$ cat config.mk
export PLATFORM = sky130hd
export DESIGN_NAME = axi_cmd_sequencer
export DESIGN_NICKNAME = d
export VERILOG_FILES = /design/src/rtl/axi_cmd_sequencer.sv
export SDC_FILE = /design/constraint.sdc
export NUM_CORES = 1
export LEC_CHECK = 0
export BUFFER_PORTS_ARGS = -buffer_cell sky130_fd_sc_hd__buf_2
export CORE_ASPECT_RATIO = 2
export CORE_MARGIN = 3
export CORE_UTILIZATION = 60
export DETAILED_ROUTE_END_ITERATION = 8
export GPL_TIMING_DRIVEN = 0
export PLACE_DENSITY = 0.83
export SLEW_MARGIN = 15
export SYNTH_ARGS = -nofsm -noshare
export SYNTH_HDL_FRONTEND = slang
export SYNTH_SLANG_ARGS = --single-unit
export TNS_END_PERCENT = 10
$ cat constraint.sdc
create_clock -name clk -period 3.9 [get_ports clk]
set_clock_uncertainty 0.05 [all_clocks]
set_input_delay 0.195 -clock clk [delete_from_list [all_inputs] [get_ports clk]]
set_output_delay 0.195 -clock clk [all_outputs]
set_load 0.005 [all_outputs]
$ cat src/rtl/axi_cmd_sequencer.sv
// Command front-end for an AXI master: FIFO-queues client read/write commands, replays them one at a
// time as strobe/address/data pulses, and turns the observed R/B handshake (or a timeout) into a response.
module axi_cmd_sequencer #(
    parameter int DEPTH   = 4,
    parameter int ADDR_W  = 4,
    parameter int DATA_W  = 8,
    parameter int TIMEOUT = 64
) (
    input  logic                       clk,
    input  logic                       rst_n,
    input  logic                       cmd_valid,
    output logic                       cmd_ready,
    input  logic                       cmd_write,
    input  logic [ADDR_W-1:0]          cmd_addr,
    input  logic [DATA_W-1:0]          cmd_wdata,
    output logic                       rsp_valid,
    input  logic                       rsp_ready,
    output logic                       rsp_write,
    output logic [DATA_W-1:0]          rsp_rdata,
    output logic                       rsp_timeout,
    output logic                       read,
    output logic                       write,
    output logic [ADDR_W-1:0]          address_to_read,
    output logic [ADDR_W-1:0]          address_to_write,
    output logic [DATA_W-1:0]          data_to_write,
    input  logic [DATA_W-1:0]          data_being_read,
    input  logic                       mon_r_valid,
    input  logic                       mon_r_ready,
    input  logic                       mon_b_valid,
    input  logic                       mon_b_ready,
    output logic                       busy,
    output logic [$clog2(DEPTH):0]     fifo_count
);
    localparam int PTR_W = $clog2(DEPTH);
    localparam int CNT_W = PTR_W + 1;
    localparam int TO_W  = (TIMEOUT > 1) ? $clog2(TIMEOUT) : 1;

    typedef struct packed {
        logic              write;
        logic [ADDR_W-1:0] addr;
        logic [DATA_W-1:0] wdata;
    } cmd_t;

    typedef enum logic [3:0] {
        IDLE, RD_REQ, RD_ADDR, RD_WAIT, RD_CAP,
        WR_REQ, WR_ADDR, WR_DATA, WR_WAIT, RESP
    } state_t;

    cmd_t              mem_q [DEPTH];
    cmd_t              head;
    logic [PTR_W-1:0]  wptr_q, wptr_d, rptr_q, rptr_d;
    logic [CNT_W-1:0]  count_q, count_d;
    state_t            state_q, state_d;
    logic [TO_W-1:0]   to_cnt_q, to_cnt_d;
    logic [ADDR_W-1:0] cur_addr_q, cur_addr_d;
    logic [DATA_W-1:0] cur_wdata_q, cur_wdata_d;
    logic [ADDR_W-1:0] rd_addr_q, rd_addr_d, wr_addr_q, wr_addr_d;
    logic [DATA_W-1:0] wr_data_q, wr_data_d, rsp_rdata_q, rsp_rdata_d;
    logic              rsp_write_q, rsp_write_d, rsp_timeout_q, rsp_timeout_d;
    logic              push, pop, r_hs, b_hs, to_expired;

    // No pass-through: a full FIFO refuses even when a pop frees a slot this cycle.
    assign cmd_ready  = (count_q != CNT_W'(DEPTH));
    assign push       = cmd_valid && cmd_ready;
    assign pop        = (state_q == IDLE) && (count_q != '0);
    assign head       = mem_q[rptr_q];
    assign r_hs       = mon_r_valid && mon_r_ready;
    assign b_hs       = mon_b_valid && mon_b_ready;
    assign to_expired = (to_cnt_q == TO_W'(TIMEOUT - 1));

    always_comb begin
        wptr_d        = push ? wptr_q + PTR_W'(1) : wptr_q;
        rptr_d        = pop  ? rptr_q + PTR_W'(1) : rptr_q;
        count_d       = count_q;
        if (push && !pop)      count_d = count_q + CNT_W'(1);
        else if (!push && pop) count_d = count_q - CNT_W'(1);
        state_d       = state_q;
        to_cnt_d      = to_cnt_q;
        cur_addr_d    = cur_addr_q;
        cur_wdata_d   = cur_wdata_q;
        rd_addr_d     = rd_addr_q;
        wr_addr_d     = wr_addr_q;
        wr_data_d     = wr_data_q;
        rsp_rdata_d   = rsp_rdata_q;
        rsp_write_d   = rsp_write_q;
        rsp_timeout_d = rsp_timeout_q;
        case (state_q)
            IDLE: if (pop) begin
                cur_addr_d    = head.addr;
                cur_wdata_d   = head.wdata;
                rsp_write_d   = head.write;
                rsp_rdata_d   = '0;
                rsp_timeout_d = 1'b0;
                state_d       = head.write ? WR_REQ : RD_REQ;
            end
            RD_REQ:  state_d = RD_ADDR;
            RD_ADDR: begin
                rd_addr_d = cur_addr_q;
                to_cnt_d  = '0;
                state_d   = RD_WAIT;
            end
            // Handshake is checked before expiry so a same-cycle handshake wins.
            RD_WAIT: begin
                if (r_hs) state_d = RD_CAP;
                else if (to_expired) begin
                    rsp_timeout_d = 1'b1;
                    state_d       = RESP;
                end else to_cnt_d = to_cnt_q + TO_W'(1);
            end
            RD_CAP: begin
                rsp_rdata_d = data_being_read;
                state_d     = RESP;
            end
            WR_REQ:  state_d = WR_ADDR;
            WR_ADDR: begin
                wr_addr_d = cur_addr_q;
                state_d   = WR_DATA;
            end
            WR_DATA: begin
                wr_data_d = cur_wdata_q;
                to_cnt_d  = '0;
                state_d   = WR_WAIT;
            end
            WR_WAIT: begin
                if (b_hs) state_d = RESP;
                else if (to_expired) begin
                    rsp_timeout_d = 1'b1;
                    state_d       = RESP;
                end else to_cnt_d = to_cnt_q + TO_W'(1);
            end
            RESP:    if (rsp_ready) state_d = IDLE;
            default: state_d = IDLE;
        endcase
    end

    // Storage array carries no reset; occupancy is governed by the pointers and count.
    always_ff @(posedge clk) begin
        if (push) mem_q[wptr_q] <= '{write: cmd_write, addr: cmd_addr, wdata: cmd_wdata};
    end

    always_ff @(posedge clk or negedge rst_n) begin
        if (!rst_n) begin
            wptr_q        <= '0;
            rptr_q        <= '0;
            count_q       <= '0;
            state_q       <= IDLE;
            to_cnt_q      <= '0;
            cur_addr_q    <= '0;
            cur_wdata_q   <= '0;
            rd_addr_q     <= '0;
            wr_addr_q     <= '0;
            wr_data_q     <= '0;
            rsp_rdata_q   <= '0;
            rsp_write_q   <= 1'b0;
            rsp_timeout_q <= 1'b0;
        end else begin
            wptr_q        <= wptr_d;
            rptr_q        <= rptr_d;
            count_q       <= count_d;
            state_q       <= state_d;
            to_cnt_q      <= to_cnt_d;
            cur_addr_q    <= cur_addr_d;
            cur_wdata_q   <= cur_wdata_d;
            rd_addr_q     <= rd_addr_d;
            wr_addr_q     <= wr_addr_d;
            wr_data_q     <= wr_data_d;
            rsp_rdata_q   <= rsp_rdata_d;
            rsp_write_q   <= rsp_write_d;
            rsp_timeout_q <= rsp_timeout_d;
        end
    end

    assign read             = (state_q == RD_REQ);
    assign write            = (state_q == WR_REQ);
    assign rsp_valid        = (state_q == RESP);
    assign busy             = (state_q != IDLE);
    assign rsp_write        = rsp_write_q;
    assign rsp_rdata        = rsp_rdata_q;
    assign rsp_timeout      = rsp_timeout_q;
    assign address_to_read  = rd_addr_q;
    assign address_to_write = wr_addr_q;
    assign data_to_write    = wr_data_q;
    assign fifo_count       = count_q;
endmodule

==> impl_metrics.env, run 1 <==
export IMPL_drt_wirelength_per_cell_um=17.9
export IMPL_io_buffers=62
export IMPL_numCtsBuffers=9
export IMPL_slew_violations=0
export IMPL_timing_hold_ws_ns=0.00659
export IMPL_die_area_um2=8720
export IMPL_cts_tree="built"
export IMPL_initial_utilization_pct=62.1
export IMPL_nets=408
export IMPL_area_delta_synth_final_pct=16.4
export IMPL_hpwl_um=6070
export IMPL_cts_resized=0
export IMPL_clock_fmax_mhz=367
export IMPL_power_frac_comb_pct=36.2
export IMPL_ys_ff_latch=107
export IMPL_fin_tns_setup_ns=0
export IMPL_drc=0
export IMPL_htreeDepth=3
export IMPL_first_global_vias=2761
export IMPL_nFillCells=478
export IMPL_ant_nets=0
export IMPL_grtUsageTotal_pct=21.6
export IMPL_setup_violations=0
export IMPL_rows=44
export IMPL_drive_above_1_share_pct=35.8
export IMPL_fin_crit_ns=2.72
export IMPL_synth_cells=295
export IMPL_fin_crit_sh_pct=69.8
export IMPL_outcome="finished, final reports clean"
export IMPL_worst_ep_arrival_time_ns=2.91
export IMPL_startpoint_type="register"
export IMPL_path_clk_slew_ns=0.07
export IMPL_drtIter0Drc=162
export IMPL_clock_power_share_pct=20.3
export IMPL_reg2reg_from="state_q[0]"
export IMPL_maxCapViolCount=0
export IMPL_clock_sinks=107
export IMPL_worstHoldStart="data_being_read[2]"
export IMPL_die_x_um=67.6
export IMPL_rr_endpoint="fifo_count[1]"
export IMPL_grt_pass1_wl_um=13600
export IMPL_power_leakage_uw=0.00216
export IMPL_antenna_found_initial=0
export IMPL_synth_top_flop_cell="dfrtp_1"
export IMPL_core_area_um2=7320
export IMPL_cp_max_fo=10
export IMPL_synth_warnings=0
export IMPL_criticalPathCategory="reg2reg"
export IMPL_p_sw_uw=1340
export IMPL_p_int_uw=2770
export IMPL_synth_area_um2=4550
export IMPL_cts_buffer_depth=2
export IMPL_finalWeightedCongestion=0.812
export IMPL_syn_avg_cell_area_um2=15.4
export IMPL_synth_distinct_cells=54
export IMPL_worst_pin_slew_ns=1.05
export IMPL_post_cts_setup_buffers=0
export IMPL_synth_fp_nets=331
export IMPL_critPathCaptureType="register"
export IMPL_max_vdd_ir_drop_mv=0.408
export IMPL_ioPinCount=63
export IMPL_power_frac_seq_pct=43.4
export IMPL_finalHoldViolations=0
export IMPL_num_vias=2675
export IMPL_cts_root_buf="clkbuf_16"
export IMPL_relSlewSlack_pct=29.1
export IMPL_grt_start_max_net_pins=56
export IMPL_viasPerCell=5.70
export IMPL_overflow=0
export IMPL_clkLatencyLatePin_ns=0.34
export IMPL_crit_required_ns=4.08
export IMPL_r2r_slack_ns=1.18
export IMPL_sw_frac_of_total_pct=32.6
export IMPL_drt_pass1_iter_count=4
export IMPL_seq_area_frac_synth_pct=64.6
export IMPL_async_reset_ff_share_pct=51.4
export IMPL_powerDensity_nw_per_um2=776
export IMPL_startpoint="state_q[0]"
export IMPL_ff2ff_path_depth=9
export IMPL_antenna_cells=0
export IMPL_critPathCapture="fifo_count[1]"
export IMPL_die_y_um=129
export IMPL_synth_edf_count=52
export IMPL_wirelength_um=8400
export IMPL_rsz0062_at_grt="no"
export IMPL_hold_class="in2reg"
## synth_stat cells, types with 6 or more instances
library cell / instances / area, µm²
edfxtp_1: 52 / 1560
mux2_2: 22 / 248
mux4_2: 13 / 293
nand2_1: 27 / 101
o21ai_0: 11 / 55.1
mux2_4: 9 / 135
dfrtp_1: 55 / 1380
ha_1: 6 / 75.1
nor2_1: 7 / 26.3
inv_1: 6 / 22.5
## registers in the layout, summed over array words and instances (netlist names)
signal	flops
cur_wdata_q	8
data_to_write	8
rsp_timeout	1
mem_q	52
cur_addr_q	4
fifo_count	3
state_q	4
rptr_q	2
address_to_write	4
to_cnt_q	6
rsp_write	1
wptr_q	2
address_to_read	4
rsp_rdata	8
## final cells by class
cell class                 instances  area (µm²)  area share [%]
buffer                            14        86.3            1.63
clock buffer                       9         225            4.26
clock inverter                     7        51.3           0.969
inverter                           7        26.3           0.497
multi-input combinational        167        1500            28.3
sequential                       107        2940            55.5
tap                               92         115            2.18
timing repair buffer              66         353            6.67
## power groups by stage
stage | clock (µW) | combinational [µW] | sequential (µW)
floorplan | 0 | 1080 | 1740
global placement | 0 | 1440 | 1770
detailed placement | 0 | 1500 | 1800
CTS | 847 | 1510 | 1780
global route | 903 | 1650 | 1820
finish | 835 | 1490 | 1780
## cell families (layout without fill, tap and decap cells)
family / after synthesis / after routing / share of synthesized area [%]
flip-flops: 107 / 107 / 64.6
AND/OR/NAND/NOR: 74 / 74 / 8.78
multiplexers: 48 / 48 / 15.7
AO/OA/AOI/OAI: 31 / 31 / 4.79
buffers and inverters: 21 / 103 / 2.48
adder cells (fa/ha/maj): 7 / 7 / 2.09
XOR/XNOR: 7 / 7 / 1.51
## repair_timing
item | CTS | global route
hold endpoints to repair | 3 | 55
hold buffers | 3 | 1
endpoints found under the setup margin | 0 | 0
## per-layer routing
| metal | vias to the layer above | global-route usage (%) | wire length [µm] |
|---|---|---|---|
| met3 | 12 | 3.90 | 269 |
| met1 | 1334 | 24.9 | 3200 |
| met4 | 0 | 10.0 | 208 |
| met2 | 69 | 37.7 | 4720 |
| met5 | - | 0 | 0 |
| li1 | 1260 | - | - |
## cells in the final DEF (no fill, tap or decap), types with 5 or more instances in the layout
cell type	count
buf_2	66
dfrtp_1	55
edfxtp_1	52
nand2_1	27
mux2_2	22
mux4_2	13
o21ai_0	11
mux2_4	9
clkbuf_16	9
nor2_1	7
inv_1	6
ha_1	6
clkbuf_1	5
nor3_1	5
and3_1	5
## how the worst min path moves through the flow
stage | cells past startpoint | to
2_1_floorplan | 0 | address_to_read[0]
4_1_cts | 3 | rsp_rdata[2]
3_5_place_dp | 3 | rsp_rdata[5]
6_report | 3 | rsp_rdata[2]
5_1_grt | 1 | mem_q[0][5]
3_3_place_gp | 3 | rsp_rdata[1]
## worst max-delay path: stages, from the launching register on
cell and delay (ns):
dfrtp_1 0.38, buf_6 0.14, or4_4 0.57, nor2_4 0.25
buf_4 0.23, inv_2 0.07, ha_1 0.20, inv_1 0.07
fa_1 0.40, mux2_2 0.26
## metrics by stage
stage | power, µW | worst slack (ns) | cells | utilization, % | instance area (µm²)
floorplan | 2820 | 1.37 | 295 | - | 4550
global placement | 3220 | 1.21 | 449 | 67.9 | 4970
detailed placement | 3300 | 1.17 | 449 | 67.9 | 4970
CTS | 4140 | 1.16 | 468 | 72.1 | 5280
global route | 4370 | 0.988 | 469 | 72.3 | 5290
finish | 4110 | 1.18 | 469 | 72.3 | 5290
Note: power is estimated with default switching activity, not from simulation.
==> run 2: changes to the inputs <==
--- a/config.mk
+++ b/config.mk
@@ -8,10 +8,10 @@
 export BUFFER_PORTS_ARGS = -buffer_cell sky130_fd_sc_hd__buf_2
 export CORE_ASPECT_RATIO = 2
 export CORE_MARGIN = 3
-export CORE_UTILIZATION = 60
+export CORE_UTILIZATION = 51
 export DETAILED_ROUTE_END_ITERATION = 8
 export GPL_TIMING_DRIVEN = 0
-export PLACE_DENSITY = 0.83
+export PLACE_DENSITY = 0.75
 export SLEW_MARGIN = 15
 export SYNTH_ARGS = -nofsm -noshare
 export SYNTH_HDL_FRONTEND = slang
==> constraint.sdc (replaced) <==
create_clock -name clk -period 2.5 [get_ports clk]
set_clock_uncertainty 0.05 [all_clocks]
set_input_delay 0.125 -clock clk [delete_from_list [all_inputs] [get_ports clk]]
set_output_delay 0.125 -clock clk [all_outputs]
set_load 0.005 [all_outputs]
==> run 2 against run 1 <==
  * Non-clock buffer count grew 20
  * Hold slack better by 0.069 ns
  * Clock-buffer cell count is 4 higher
  * Critical path depth shrank 1
  * Clock power rose by 71%
  * Sequential share of layout area fell by 2.4 points
  * Die area rose by 16%
  * Power grew 60%
  * Core utilization fell by 8.3 points
  * Final area increased by 4.6%
  * Critical path type unchanged
  * Critical endpoint unchanged
  * Highest routed layer unchanged
==> impl_metrics.env, run 2 (synthesis gave the netlist of run 1 again) <==
export IMPL_grt_pass1_wl_um=14400
export IMPL_setup_violations=0
export IMPL_p_sw_uw=2050
export IMPL_initial_utilization_pct=52.6
export IMPL_io_buffers=62
export IMPL_critPathCaptureType="register"
export IMPL_drtIter0Drc=114
export IMPL_timing_hold_ws_ns=0.0759
export IMPL_max_vdd_ir_drop_mv=0.682
export IMPL_cp_cell_sequence="buf_6 -> or4_4 -> nor2_4 -> inv_2 -> ha_2 -> inv_1 -> fa_1 -> mux2_2"
export IMPL_power_frac_comb_pct=36.1
export IMPL_utilization_pct=64.0
export IMPL_finalWeightedCongestion=0.916
export IMPL_multi_input_area_um2=1500
export IMPL_worst_ep_arrival_time_ns=2.57
export IMPL_clkLatencyLatePin_ns=0.34
export IMPL_cp_max_fo=10
export IMPL_finalHoldViolations=0
export IMPL_placed_area_um2=4990
export IMPL_cts_tree="built"
export IMPL_first_global_vias=2861
export IMPL_worst_pin_slew_ns=1.02
export IMPL_grt_start_max_net_pins=56
export IMPL_power_frac_seq_pct=42.1
export IMPL_antenna_found_initial=0
export IMPL_crit_required_ns=2.68
export IMPL_clock_fmax_mhz=417
export IMPL_slowest_delay_ns=0.57
export IMPL_numCtsBuffers=9
export IMPL_r2r_slack_ns=0.10
export IMPL_wirelength_um=8580
export IMPL_sw_frac_of_total_pct=31.2
export IMPL_hpwl_um=6170
export IMPL_ioPinCount=63
export IMPL_crit_slowest_cell="or4_4"
export IMPL_viasPerCell=5.56
export IMPL_nFillCells=645
export IMPL_powerDensity_nw_per_um2=1190
export IMPL_drt_wirelength_per_cell_um=17.3
export IMPL_drc=0
export IMPL_power_leakage_uw=0.00227
export IMPL_p_int_uw=4520
export IMPL_fin_tns_setup_ns=0
export IMPL_clock_sinks=107
export IMPL_overflow=0
export IMPL_path_clk_slew_ns=0.07
export IMPL_regMostFlops="mem_q"
export IMPL_fin_crit_ns=2.40
export IMPL_slew_violations=0
export IMPL_rsz0062_at_grt="no"
export IMPL_hold_class="in2reg"
export IMPL_ant_nets=0
export IMPL_cts_root_buf="clkbuf_16"
export IMPL_startpoint_type="register"
export IMPL_placed_cells=457
export IMPL_outcome="finished, final reports clean"
export IMPL_final_cell_mix="buf_2, dfrtp_1, edfxtp_1"
export IMPL_final_area_um2=5540
export IMPL_grtUsageTotal_pct=18.7
export IMPL_stdcell_count=497
export IMPL_rows=48
export IMPL_cts_buffer_depth=2
export IMPL_area_delta_synth_final_pct=21.7
export IMPL_drive_above_1_share_pct=34.3
export IMPL_drt_pass1_iter_count=4
export IMPL_nets=428
export IMPL_fin_crit_sh_pct=96.0
export IMPL_largest_reg_flops=52
export IMPL_num_vias=2762
export IMPL_ff_latch_area_um2=2940
export IMPL_antenna_cells=0
export IMPL_core_area_um2=8650
export IMPL_die_x_um=72.8
export IMPL_criticalPathCategory="reg2reg"
export IMPL_die_y_um=140
export IMPL_htreeDepth=3
export IMPL_die_area_um2=10200
export IMPL_relSlewSlack_pct=31.4
export IMPL_clock_power_share_pct=21.8
export IMPL_final_common_cell="buf_2"
export IMPL_maxCapViolCount=0
-- run 2: final cells by class --
type	count	share of cell area, %
repair buffers	87	10.0
clock inverters	3	0.836
well taps	100	2.26
plain buffers	13	1.42
flip-flops and latches	107	53.1
inverters	7	0.475
multi-input cells	167	27.2
clock buffers	13	4.72
-- run 2: worst paths after layout --
path                             start             to  cells past startpoint
min in group asynchronous        rst_n   rsp_rdata[5]                      2
max in group asynchronous        rst_n  cur_addr_q[1]                      2
max                         state_q[0]  fifo_count[1]                      8
min reg2reg                to_cnt_q[5]    to_cnt_q[5]                      1
min                          rsp_ready     state_q[0]                      3
max reg2reg                 state_q[0]  fifo_count[1]                      8
-- run 2: stage by stage --
stage | setup slack (ns) | total power, µW
5_1_grt | 0.0296 | 7010
6_report | 0.101 | 6570
3_3_place_gp | -0.202 | 5060
2_1_floorplan | 0.0124 | 4400
3_5_place_dp | -0.225 | 5160
4_1_cts | 0.00930 | 6670
-- run 2: worst max-delay path: cells and delay by family (launching register included) --
kind	cells	cell delay (ns)
mux	1	0.27
flops	1	0.37
buf+inv	3	0.27
simple gates	2	0.74
fa+ha+maj	2	0.58
-- run 2: routing by layer --
| metal | global-route usage (%) | vias up | part of all wire [%] | wire length [µm] |
|---|---|---|---|---|
| met5 | 0 | - | 0 | 0 |
| met4 | 8.56 | 0 | 2.9 | 253 |
| met3 | 4.12 | 19 | 4.2 | 360 |
| met2 | 32.2 | 72 | 55 | 4730 |
| met1 | 21.8 | 1372 | 38 | 3240 |
| li1 | - | 1299 | - | - |
-- run 2: power by group through the flow --
| stage | logic [µW] | registers [µW] | clock network, µW |
|---|---|---|---|
| after floorplan | 1680 | 2720 | 0 |
| after global placement | 2300 | 2770 | 0 |
| after detailed placement | 2360 | 2800 | 0 |
| after CTS | 2440 | 2770 | 1460 |
| after global routing | 2620 | 2830 | 1550 |
| final | 2370 | 2760 | 1430 |
-- run 2: what timing repair did --
item,4_1_cts,5_1_grt
buffers inserted,3,0
gates resized for setup,1,1
hold buffers,21,1
endpoints found under the setup margin,2,1
hold endpoints to repair,60,55
pin swaps,2,2
==> run 3: changes to the inputs <==
--- a/config.mk
+++ b/config.mk
@@ -5,11 +5,11 @@
 export SDC_FILE = /design/constraint.sdc
 export NUM_CORES = 1
 export LEC_CHECK = 0
-export BUFFER_PORTS_ARGS = -buffer_cell sky130_fd_sc_hd__buf_2
 export CORE_ASPECT_RATIO = 2
 export CORE_MARGIN = 3
-export CORE_UTILIZATION = 51
+export CORE_UTILIZATION = 57
 export DETAILED_ROUTE_END_ITERATION = 8
+export DONT_BUFFER_PORTS = 1
 export GPL_TIMING_DRIVEN = 0
 export PLACE_DENSITY = 0.75
 export SLEW_MARGIN = 15
==> run 3 against run 2 <==
  * Setup slack got worse by 0.096 ns
  * Clock power decreased by 11%
  * First-iteration DRC count increased by 40%
  * Non-clock buffer count decreased by 58
  * Maximum frequency decreased by 3.9%
  * Final area decreased by 5.4%
  * Core utilization increased by 4.4 points
  * Power decreased by 4.9%
  * Combinational power decreased by 9.7%
  * Via count decreased by 7.2%
  * Highest routed layer unchanged
==> impl_metrics.env, run 3 (synthesis gave the netlist of run 1 again) <==
export IMPL_crit_required_ns=2.68
export IMPL_rsz0062_at_grt="yes"
export IMPL_initial_utilization_pct=59.4
export IMPL_path_clk_slew_ns=0.07
export IMPL_final_cell_mix="dfrtp_1, edfxtp_1, nand2_1"
export IMPL_nets=370
export IMPL_die_area_um2=9150
export IMPL_hpwl_um=6070
export IMPL_die_y_um=132
export IMPL_regMostFlops="mem_q"
export IMPL_core_area_um2=7660
export IMPL_power_leakage_uw=0.00201
export IMPL_whs_path_depth=3
export IMPL_ant_nets=0
export IMPL_grtUsageTotal_pct=19.6
export IMPL_die_x_um=69.2
export IMPL_area_delta_synth_final_pct=15.2
export IMPL_worst_ep_arrival_time_ns=2.67
export IMPL_drc=0
export IMPL_hold_class="in2reg"
export IMPL_criticalPathCategory="reg2reg"
export IMPL_powerDensity_nw_per_um2=1190
export IMPL_max_vdd_ir_drop_mv=0.961
export IMPL_drive_above_1_share_pct=21.8
export IMPL_grt_start_max_net_pins=56
export IMPL_worst_pin_slew_ns=0.889
export IMPL_sw_frac_of_total_pct=32.6
export IMPL_placed_area_um2=4670
export IMPL_largest_reg_flops=52
export IMPL_cp_max_fo=10
export IMPL_finalWeightedCongestion=0.911
export IMPL_critPathCaptureType="register"
export IMPL_finalHoldViolations=0
export IMPL_final_common_cell="dfrtp_1"
export IMPL_drt_pass1_iter_count=4
export IMPL_clkLatencyLatePin_ns=0.34
export IMPL_numCtsBuffers=9
export IMPL_drtIter0Drc=160
export IMPL_first_global_vias=2592
export IMPL_final_area_um2=5240
export IMPL_power_frac_seq_pct=45.4
export IMPL_clock_fmax_mhz=401
export IMPL_fin_crit_sh_pct=99.8
export IMPL_nFillCells=547
export IMPL_outcome="finished, final reports clean"
export IMPL_p_sw_uw=2040
export IMPL_clock_sinks=107
export IMPL_antenna_found_initial=0
export IMPL_clock_power_share_pct=20.3
export IMPL_setup_ws_ns=0.00477
export IMPL_setup_violations=0
export IMPL_cts_tree="built"
export IMPL_drt_wirelength_per_cell_um=19.8
export IMPL_slew_violations=0
export IMPL_cts_buffer_depth=2
export IMPL_num_vias=2563
export IMPL_power_frac_comb_pct=34.3
export IMPL_io_buffers=0
export IMPL_relSlewSlack_pct=39.9
export IMPL_ioPinCount=63
export IMPL_fin_crit_ns=2.50
export IMPL_antenna_cells=0
export IMPL_grt_pass1_wl_um=13700
export IMPL_overflow=0
export IMPL_rows=45
export IMPL_htreeDepth=3
export IMPL_maxCapViolCount=0
export IMPL_wirelength_um=8590
export IMPL_viasPerCell=5.92
export IMPL_startpoint_type="register"
export IMPL_ff2ff_path_depth=9
export IMPL_cts_root_buf="clkbuf_16"
export IMPL_dp_worst_setup_slack_ns=-0.184
export IMPL_p_int_uw=4210
## run 3: cell types whose count changed in the layout (fill, tap and decap cells not counted), moves of 2 or more
cell / delta
buf_2: -61
dlygate4sd3_1: +3
buf_4: -2
clkbuf_1: -2
clkinv_1: +2
clkinv_4: +2
## run 3: worst max-delay path: stages (launching register included)
cell	delay (ns)
dfrtp_1	0.37
buf_6	0.14
or4_4	0.56
nor2_4	0.15
buf_6	0.11
inv_2	0.04
ha_1	0.19
inv_1	0.07
fa_1	0.41
mux2_2	0.28
## run 3: power by group through the flow
stage	sequential, µW	clock, µW	combinational (µW)
2_1_floorplan	2720	0	1680
3_3_place_gp	2840	0	1990
3_5_place_dp	2880	0	2060
4_1_cts	2850	1290	2160
5_1_grt	2900	1380	2330
6_report	2840	1270	2140
## run 3: layer usage
| metal | up-vias | routed length, µm | GRT usage (%) | share of wire (%) |
|---|---|---|---|---|
| met3 | 16 | 318 | 4.35 | 3.7 |
| met4 | 0 | 234 | 9.46 | 2.7 |
| met5 | - | 0 | 0 | 0 |
| met2 | 56 | 4930 | 35.7 | 57 |
| li1 | 1191 | - | - | - |
| met1 | 1300 | 3100 | 21.0 | 36 |
## run 3: worst paths after layout
kind / start / slack [ns] / endpoint
max: state_q[0] / 0.005 / fifo_count[1]
min: rsp_ready / 0.06 / state_q[3]
max reg2reg: state_q[0] / 0.005 / fifo_count[1]
min reg2reg: to_cnt_q[5] / 0.43 / to_cnt_q[5]
max in group asynchronous: rst_n / 1.90 / to_cnt_q[2]
min in group asynchronous: rst_n / 0.25 / rsp_rdata[1]
## run 3: cell type report
cell class                      count  area, µm²  share of cell area (%)
Timing Repair Buffer               28        293                    5.59
Multi-Input combinational cell    167       1500                    28.7
Inverter                            7       26.3                   0.502
Tap cell                           94        118                    2.25
Buffer                             14       90.1                    1.72
Clock buffer                       10        229                    4.37
Sequential cell                   107       2940                    56.1
Clock inverter                      6       41.3                   0.789
## run 3: timing repair
action	in CTS	in global routing
endpoints found under the setup margin	2	2
resized for setup	0	1
endpoints found under the hold margin	117	0
pin swaps	2	0
buffers inserted	2	0
hold buffers	26	0
## run 3: stage by stage
step | TNS [ns] | utilization [%] | cells | hold WS (ns) | power [µW]
6_report | 0 | 68.4 | 433 | 0.0569 | 6250
5_1_grt | -0.0483 | 68.4 | 433 | 0.0511 | 6600
4_1_cts | 0 | 68.3 | 433 | 0.0499 | 6290
3_5_place_dp | -0.304 | 61.0 | 389 | -0.219 | 4940
3_3_place_gp | -0.153 | 61.0 | 389 | -0.219 | 4840
2_1_floorplan | 0 | - | 295 | -0.221 | 4400
